--- src/rtl/preamble_generator.sv ---
// 802.11a legacy preamble source: NUM_STS short symbols, 32-sample GI and two long symbols
// streamed as packed {I, Q} AXI-Stream beats with an optional arithmetic gain shift.
module preamble_generator #(
    parameter int unsigned NUM_STS    = 10,
    parameter int unsigned GAIN_SHIFT = 0
) (
    input  logic        clk_in,
    input  logic        rst_in,
    input  logic        start_in,
    output logic        busy_out,
    output logic        done_out,
    output logic        pre_axis_tvalid,
    output logic [31:0] pre_axis_tdata,
    output logic        pre_axis_tlast,
    input  logic        pre_axis_tready
);

    typedef enum logic [2:0] {StIdle, StSts, StGi, StLts1, StLts2} state_e;

    localparam logic [8:0] StsLast = 9'(16 * NUM_STS - 1);

    state_e        state_q, state_d;
    logic [8:0]    cnt_q, cnt_d;
    logic          valid_q, valid_d;
    logic          last_q, last_d;
    logic          done_q, done_d;
    logic [31:0]   data_q, data_d;
    logic          hs;
    logic          load;
    logic [5:0]    lts_idx;
    logic [31:0]   rom_word;
    logic signed [15:0] rom_i, rom_q;

    function automatic logic [31:0] iq(input int i, input int q);
        return {16'(i), 16'(q)};
    endfunction

    function automatic logic [31:0] sts_rom(input logic [3:0] idx);
        logic [31:0] v;
        case (idx)
            4'd0:  v = iq(1507, 1507);    4'd1:  v = iq(-4325, 66);
            4'd2:  v = iq(-426, -2589);   4'd3:  v = iq(4686, -426);
            4'd4:  v = iq(3015, 0);       4'd5:  v = iq(4686, -426);
            4'd6:  v = iq(-426, -2589);   4'd7:  v = iq(-4325, 66);
            4'd8:  v = iq(1507, 1507);    4'd9:  v = iq(66, -4325);
            4'd10: v = iq(-2589, -426);   4'd11: v = iq(-426, 4686);
            4'd12: v = iq(0, 3015);       4'd13: v = iq(-426, 4686);
            4'd14: v = iq(-2589, -426);   default: v = iq(66, -4325);
        endcase
        return v;
    endfunction

    function automatic logic [31:0] lts_rom(input logic [5:0] idx);
        logic [31:0] v;
        case (idx)
            6'd0:  v = iq(5112, 0);       6'd1:  v = iq(-164, -3932);
            6'd2:  v = iq(1311, -3637);   6'd3:  v = iq(3178, 2720);
            6'd4:  v = iq(688, 918);      6'd5:  v = iq(1966, -2884);
            6'd6:  v = iq(-3768, -1802);  6'd7:  v = iq(-1245, -3473);
            6'd8:  v = iq(3211, -852);    6'd9:  v = iq(1737, 131);
            6'd10: v = iq(33, -3768);     6'd11: v = iq(-4489, -1540);
            6'd12: v = iq(786, -1933);    6'd13: v = iq(1933, -492);
            6'd14: v = iq(-721, 5276);    6'd15: v = iq(3899, -164);
            6'd16: v = iq(2032, 2032);    6'd17: v = iq(1212, -3211);
            6'd18: v = iq(-1868, -1278);  6'd19: v = iq(-4293, -2130);
            6'd20: v = iq(2687, -3015);   6'd21: v = iq(2294, -459);
            6'd22: v = iq(-1966, -2654);  6'd23: v = iq(-1835, 721);
            6'd24: v = iq(-1147, 4948);   6'd25: v = iq(-3998, 557);
            6'd26: v = iq(-4162, 688);    6'd27: v = iq(2458, 2425);
            6'd28: v = iq(-98, -1769);    6'd29: v = iq(-3015, 3768);
            6'd30: v = iq(3015, 3473);    6'd31: v = iq(393, 3211);
            6'd32: v = iq(-5112, 0);      6'd33: v = iq(393, -3211);
            6'd34: v = iq(3015, -3473);   6'd35: v = iq(-3015, -3768);
            6'd36: v = iq(-98, 1769);     6'd37: v = iq(2458, -2425);
            6'd38: v = iq(-4162, -688);   6'd39: v = iq(-3998, -557);
            6'd40: v = iq(-1147, -4948);  6'd41: v = iq(-1835, -721);
            6'd42: v = iq(-1966, 2654);   6'd43: v = iq(2294, 459);
            6'd44: v = iq(2687, 3015);    6'd45: v = iq(-4293, 2130);
            6'd46: v = iq(-1868, 1278);   6'd47: v = iq(1212, 3211);
            6'd48: v = iq(2032, -2032);   6'd49: v = iq(3899, 164);
            6'd50: v = iq(-721, -5276);   6'd51: v = iq(1933, 492);
            6'd52: v = iq(786, 1933);     6'd53: v = iq(-4489, 1540);
            6'd54: v = iq(33, 3768);      6'd55: v = iq(1737, -131);
            6'd56: v = iq(3211, 852);     6'd57: v = iq(-1245, 3473);
            6'd58: v = iq(-3768, 1802);   6'd59: v = iq(1966, 2884);
            6'd60: v = iq(688, -918);     6'd61: v = iq(3178, -2720);
            6'd62: v = iq(1311, 3637);    default: v = iq(-164, 3932);
        endcase
        return v;
    endfunction

    always_comb begin
        state_d = state_q;
        cnt_d   = cnt_q;
        valid_d = valid_q;
        last_d  = last_q;
        done_d  = 1'b0;
        data_d  = data_q;
        load    = 1'b0;
        hs      = valid_q && pre_axis_tready;

        unique case (state_q)
            StIdle: if (start_in) begin
                state_d = StSts;
                cnt_d   = '0;
                valid_d = 1'b1;
                load    = 1'b1;
            end
            StSts: if (hs) begin
                load = 1'b1;
                if (cnt_q == StsLast) begin
                    state_d = StGi;
                    cnt_d   = '0;
                end else cnt_d = cnt_q + 9'd1;
            end
            StGi: if (hs) begin
                load = 1'b1;
                if (cnt_q == 9'd31) begin
                    state_d = StLts1;
                    cnt_d   = '0;
                end else cnt_d = cnt_q + 9'd1;
            end
            StLts1: if (hs) begin
                load = 1'b1;
                if (cnt_q == 9'd63) begin
                    state_d = StLts2;
                    cnt_d   = '0;
                end else cnt_d = cnt_q + 9'd1;
            end
            StLts2: if (hs) begin
                if (cnt_q == 9'd63) begin
                    state_d = StIdle;
                    cnt_d   = '0;
                    valid_d = 1'b0;
                    last_d  = 1'b0;
                    data_d  = '0;
                    done_d  = 1'b1;
                end else begin
                    load   = 1'b1;
                    cnt_d  = cnt_q + 9'd1;
                    last_d = (cnt_q == 9'd62);
                end
            end
            default: state_d = StIdle;
        endcase

        // ROM address follows the next position so tdata is registered with its index
        lts_idx  = (state_d == StGi) ? {1'b1, cnt_d[4:0]} : cnt_d[5:0];
        rom_word = (state_d == StSts) ? sts_rom(cnt_d[3:0]) : lts_rom(lts_idx);
        rom_i    = rom_word[31:16];
        rom_q    = rom_word[15:0];
        if (load) data_d = {16'(rom_i >>> GAIN_SHIFT), 16'(rom_q >>> GAIN_SHIFT)};
    end

    always_ff @(posedge clk_in or posedge rst_in) begin
        if (rst_in) begin
            state_q <= StIdle;
            cnt_q   <= '0;
            valid_q <= 1'b0;
            last_q  <= 1'b0;
            done_q  <= 1'b0;
            data_q  <= '0;
        end else begin
            state_q <= state_d;
            cnt_q   <= cnt_d;
            valid_q <= valid_d;
            last_q  <= last_d;
            done_q  <= done_d;
            data_q  <= data_d;
        end
    end

    assign pre_axis_tvalid = valid_q;
    assign pre_axis_tdata  = data_q;
    assign pre_axis_tlast  = last_q;
    assign busy_out        = valid_q;
    assign done_out        = done_q;

endmodule

--- config.mk ---
export PLATFORM = sky130hd
export DESIGN_NAME = preamble_generator
export DESIGN_NICKNAME = d
export VERILOG_FILES = /design/src/rtl/preamble_generator.sv
export SDC_FILE = /design/constraint.sdc
export NUM_CORES = 1
export LEC_CHECK = 0
export CELL_PAD_IN_SITES_DETAIL_PLACEMENT = 0
export CELL_PAD_IN_SITES_GLOBAL_PLACEMENT = 1
export CORE_MARGIN = 5
export CORE_UTILIZATION = 41
export CTS_BUF_LIST = sky130_fd_sc_hd__clkbuf_8
export CTS_CLUSTER_DIAMETER = 120
export CTS_CLUSTER_SIZE = 24
export DETAILED_ROUTE_END_ITERATION = 8
export PLACE_DENSITY = 0.79
export REMOVE_ABC_BUFFERS = 1
export SLEW_MARGIN = 20
export SYNTH_ARGS = -nofsm -noshare
export SYNTH_HDL_FRONTEND = slang
export SYNTH_SLANG_ARGS = --single-unit
--- constraint.sdc ---
create_clock -name clk_in -period 3.4 [get_ports clk_in]
set_input_delay 0.68 -clock clk_in [delete_from_list [all_inputs] [get_ports clk_in]]
set_output_delay 0.68 -clock clk_in [all_outputs]
set_load 0.005 [all_outputs]
## Word-level counts from Yosys, hierarchy flattened

Memories as Yosys holds them, arrays and structs flattened.
Index checks and enable logic that the tools add are counted.

| word-level totals | value |
|---|---|
| bits in read-only memories | 2560 |
| memories | 2 |
| word-level logic and storage cells | 76 |
| register bits after elaboration | 47 |

Memory list:

| memory | depth | bits a word | read ports | clocked after Yosys merged registers in | wr ports | RTL line | text |
|---|---|---|---|---|---|---|---|
| (name not given) | 64 | 32 | 1 | 0 | 0 | 55 | `case (idx)` |
| (name not given) | 16 | 32 | 1 | 0 | 0 | 40 | `case (idx)` |

| operators by class | value |
|---|---|
| reduce and logical (&&, ||, !) cells | 13 |
| equality and inequality tests | 16 |
| multiplexer cells | 37 |
| $add $sub $neg | 1 |

Operator list:

| kind | number |
|---|---|
| $mux W32 | 5 |
| $mux W9 | 7 |
| $pmux W9 S4 | 1 |
| $mux W3 | 9 |
| $eq A9 B6 Y1 const B | 2 |
| $pmux W3 S5 | 1 |
| $mux W1 | 11 |
| $ne A2 B2 Y1 const B | 5 |
| $add A9 B1 Y9 const B | 1 |
| $eq A3 B2 Y1 const B | 3 |
| $eq A9 B5 Y1 const B | 1 |
| $eq A9 B8 Y1 const B | 1 |
| $reduce_bool A2 Y1 | 4 |
| $eq A3 B1 Y1 const B | 2 |
| $mux W6 | 1 |
| $reduce_and A5 Y1 | 1 |
| $reduce_and A4 Y1 | 1 |
| $reduce_bool A4 Y1 | 1 |
| $eq A3 B3 Y1 const B | 1 |
| $logic_not A3 Y1 | 1 |
| $pmux W1 S3 | 1 |
| $reduce_and A3 Y1 | 1 |
| $reduce_or A3 Y1 | 1 |
| $ne A2 B1 Y1 const B | 1 |
| other kinds (4) | 4 |

## Longest topological paths before layout

An unclocked memory read counts as a cell.

| logic depth | value |
|---|---|
| word-level depth | 9 |
| gate-level depth with buffers | 16 |
| mapped depth without buffers | 13 |

## Worst setup path after synthesis

No wires, ideal clock.

| timing | value |
|---|---|
| path kind | input to register |
| start | in pre_axis_tready |
| end | reg data_q[0], in the netlist pre_axis_tdata[0] |
| data arrival time | 3.548 ns |
| path slack | -0.275 ns |
| required time | 3.273 ns |
| stages | 15 |
| setup time | 0.127 ns |
| cells stage by stage | nand2_1 > or3_1 > buf_2 > and3_1 > clkbuf_1 > nor2_4 > inv_1 > ha_1 > clkbuf_1 > clkbuf_1 > nor2_1 > a221oi_1 > o221ai_1 > a211oi_1 > a21oi_1 |

| on the way | value |
|---|---|
| longest elaborated chain between the ends | 8 |

RTL lines:

| item | RTL line | text |
|---|---|---|
| start: declaration | 15 | `input logic pre_axis_tready` |
| $logic_and A1 B1 Y1 (*) | 100 | `hs = valid_q && pre_axis_tready;` |
| $mux W3 (on tied branches) | -- |  |
| $pmux W3 S5 | 102 | `unique case (state_q)` |
| $eq A3 B2 Y1 | 148 | `lts_idx = (state_d == StGi) ? {1'b1, cnt_d[4:0]} : cnt_d[5:0];` |
| $mux W6 | 148 |  |
| $mem_v2 Z64 W32 | -- |  |
| $mux W32 | 149 | `rom_word = (state_d == StSts) ? sts_rom(cnt_d[3:0]) : lts_rom(lts_idx);` |
| $mux W32 | 152 | `if (load) data_d = {16'(rom_i >>> GAIN_SHIFT), 16'(rom_q >>> GAIN_SHIFT)};` |
| end signal: assignment | 169 | `data_q <= data_d;` |
| end: declaration | 27 | `logic [31:0] data_q, data_d;` |

Mark *: on every way between the ends. The rest lies on a longest branch, timed or not. The select of a mux whose other input is x is not followed.
A chain may end at the register's enable or synchronous reset.

## Worst setup path after layout

| timing | value |
|---|---|
| start | reg state_q[0] |
| end | reg data_q[7], in the netlist pre_axis_tdata[7] |

| on the way | value |
|---|---|
| longest elaborated chain between the ends | 8 |

RTL lines:

| item | RTL line | text |
|---|---|---|
| start: declaration | 22 | `state_e state_q, state_d;` |
| start signal: assignment | 157 | `state_q <= StIdle;` |
| start signal: assignment | 164 | `state_q <= state_d;` |
| $mux W3 (on tied branches) (2 in a row) | -- |  |
| $pmux W3 S5 | 102 |  |
| $eq A3 B2 Y1 | 148 |  |
| $mux W6 | 148 |  |
| $mem_v2 Z64 W32 | -- |  |
| $mux W32 | 149 |  |
| $mux W32 | 152 |  |

Several ways; a longest one is shown, not always the timed one.

==> results.md <==
- Post-DP HPWL: 22.9 mm
- Clock latency on the worst-skew pair: 0.33 ns
- Outcome: complete, no violations
- Clk slew on worst S/H paths: 0.10 ns
- Vias in the first global route: 7756
- Synth Area per Inst: 7.33 µm²
- WL/cell: 26.4 µm
- Initial antenna violation count: 1
- Pleak: 0.00350 µW
- RePlAce Congestion: 1.09
- CTS max path bufs: 2
- WP data required: 3.57 ns
- Ys Warns: 0
- Die Y: 126 µm
- Vias: 8089
- Pin count of the biggest net entering global routing: 44
- Total gr overflow: 0
- CTS tree: built
- Register bit total from synthesis: 43
- Pwr dens: 912 nW/µm²
- Critical Path AT: 3.57 ns
- Most frequent cells in the layout: buf_4, nand2_1, nor2_1, o21ai_0, a21oi_1
- Minimum clock period: 3.40 ns
- Setup TNS: 0 ns
- Area contributors post-synth: dfrtp_1, nand2_1, o21ai_0
- CTS H-tree lvls: 2
- CTS Hold Bufs: 0
- Number of I/O pins: 40
- Cell variety after synth: 88
- Critical path origin: state_q[0]
- CTS buffer count: 5
- CP Class: reg2reg
- Slew Limit Fails: 0
- Worst min path class: reg2reg
- Area Growth Syn to Fin: 50.6%
- Slew Limit Headroom: 41.5%
- Startpoint types: register
- Final Hold Viols: 0
- Nets: 1011
- Die ar.: 15900 µm²
- Worst hold start: pre_axis_tlast
- Share of cells above drive strength 1: 35.6%
- EDFF count, synth: 0
- Detailed Route Iter0 Violations: 1242
- Critical Path End Type: register
- Initial Util: 41.8%
- Root buffer selected by CTS: clkbuf_8
- Cell taking the most area after synthesis: dfrtp_1
- Tot Pwr: 7600 µW
- Buffers on Ports: 39
- Worst-Margin Slew: 0.876 ns
- Fmax: 294 MHz
- Register area share after synthesis: 19.4%
- DRT Wirelength: 30.8 mm
- Most common cell after layout, fill and taps aside: buf_4
- Avg Vias per Cell: 6.92
- Final clock skew: 0.00839 ns
- Max_cap viols: 0
- Top FF cell, synth: dfrtp_1
- Worst hold slack: 0.488 ns
- TritonRoute pass-1 iters: 7
- First-pass GRT wire length: 46.1 mm
- Core ar.: 13200 µm²
- Synthesized cell area: 5540 µm²
- Global Route Usage Sum: 37.1%
- Max VDD drop: 0.000369 V
- Proportion of netlist area held by the largest area contributor: 19.4%
- Num rows: 42
- Remaining DRCs: 0
- Final Setup Violations: 0
- Die X: 126 µm
- DRT antenna net count: 0
- Period utilisation layout: 99.9%
- Post-Synthesis Cells: 756
- Critical R2R Launch: state_q[0]
- CTS Sinks: 43
- Critical-path maximum fanout: 6
- Synth async-reset ratio: 100%
-- cells by family (layout without fill, tap and decap cells) --
| kind of cell | after synthesis | in the layout | synth area share, % |
|---|---|---|---|
| buffers and inverters | 102 | 338 | 9.04 |
| XOR/XNOR | 2 | 2 | 0.316 |
| flip-flops | 43 | 43 | 19.4 |
| AND/OR/NAND/NOR | 257 | 257 | 22.9 |
| multiplexers | 5 | 5 | 0.904 |
| other | 0 | 1 | 0 |
| AO/OA/AOI/OAI | 331 | 331 | 43.9 |
| adder cells (fa/ha/maj) | 16 | 16 | 3.57 |
-- Yosys cell counts, types with 16 or more instances --
cell type	number
nand2_1	76
nand3_1	40
a21oi_1	50
dfrtp_1	43
a31oi_1	16
o211ai_1	20
buf_2	43
clkbuf_1	26
o31ai_1	17
nor2_1	67
o21ai_0	56
nor3_1	16
-- final timing paths --
path	end	slack, ns	cells past startpoint
worst min register to register	pre_axis_tlast	0.49	2
worst max register to register	pre_axis_tdata[7]	0.004	12
worst max-delay path	pre_axis_tdata[7]	0.004	12
max in group asynchronous	state_q[0]	2.02	2
min in group asynchronous	pre_axis_tdata[3]	0.82	2
worst min-delay path	pre_axis_tlast	0.49	2
-- flip-flops by register name, indices dropped and copies added, names as in the netlist --
| signal | count |
|---|---|
| pre_axis_tlast | 1 |
| done_out | 1 |
| busy_out | 1 |
| state_q | 3 |
| pre_axis_tdata | 28 |
| cnt_q | 9 |
-- power by group --
part	total, µW	internal, µW	switching, µW
logic	6370	2860	3500
clock network	430	213	217
registers	807	679	128
total	7600	3750	3850
-- stage by stage --
step	setup slack (ns)	cell area, µm²	instances	util (%)
2_1_floorplan	-1.43	5100	670	-
3_3_place_gp	-0.567	7890	1153	59.5
3_5_place_dp	-0.483	7890	1153	59.5
4_1_cts	0.00210	8060	1162	60.9
5_1_grt	-0.00171	8340	1168	63.0
6_report	0.00375	8340	1169	63.0
-- area by class of cell --
type	count	area, µm²
antenna	1	2.50
clock buffer	5	68.8
clock inverter	2	33.8
fill	1208	4900
inverter	16	68.8
multi-input combinational	611	4230
sequential	43	1080
tap	176	220
timing repair buffer	315	2640
-- repair_timing --
item                                    4_1_cts  5_1_grt
pin swaps                                     2       14
endpoints found under the setup margin       14       28
setup buffers                                 2        6
gates resized for setup                      16       54
-- layer usage --
| metal | up-vias | share of wire (%) | track usage (%) |
|---|---|---|---|
| met4 | 0 | 7.5 | 21.5 |
| met1 | 3757 | 38 | 46.9 |
| met2 | 700 | 43 | 56.7 |
| met3 | 181 | 12 | 10.3 |
| li1 | 3451 | - | - |
| met5 | - | 0 | 0 |
-- worst max-delay path, stage by stage, from the launching register on --
cell and delay (ns):
dfrtp_2 0.47, or3b_1 0.43, a21o_1 0.24, a311oi_4 0.37, nor2_4 0.05, inv_1 0.12
buf_4 0.15, ha_1 0.20, inv_1 0.09, nand3_1 0.10, a21oi_1 0.15, o311ai_0 0.70
nand3_1 0.15
No activity file was read; power rests on OpenSTA's default activity.
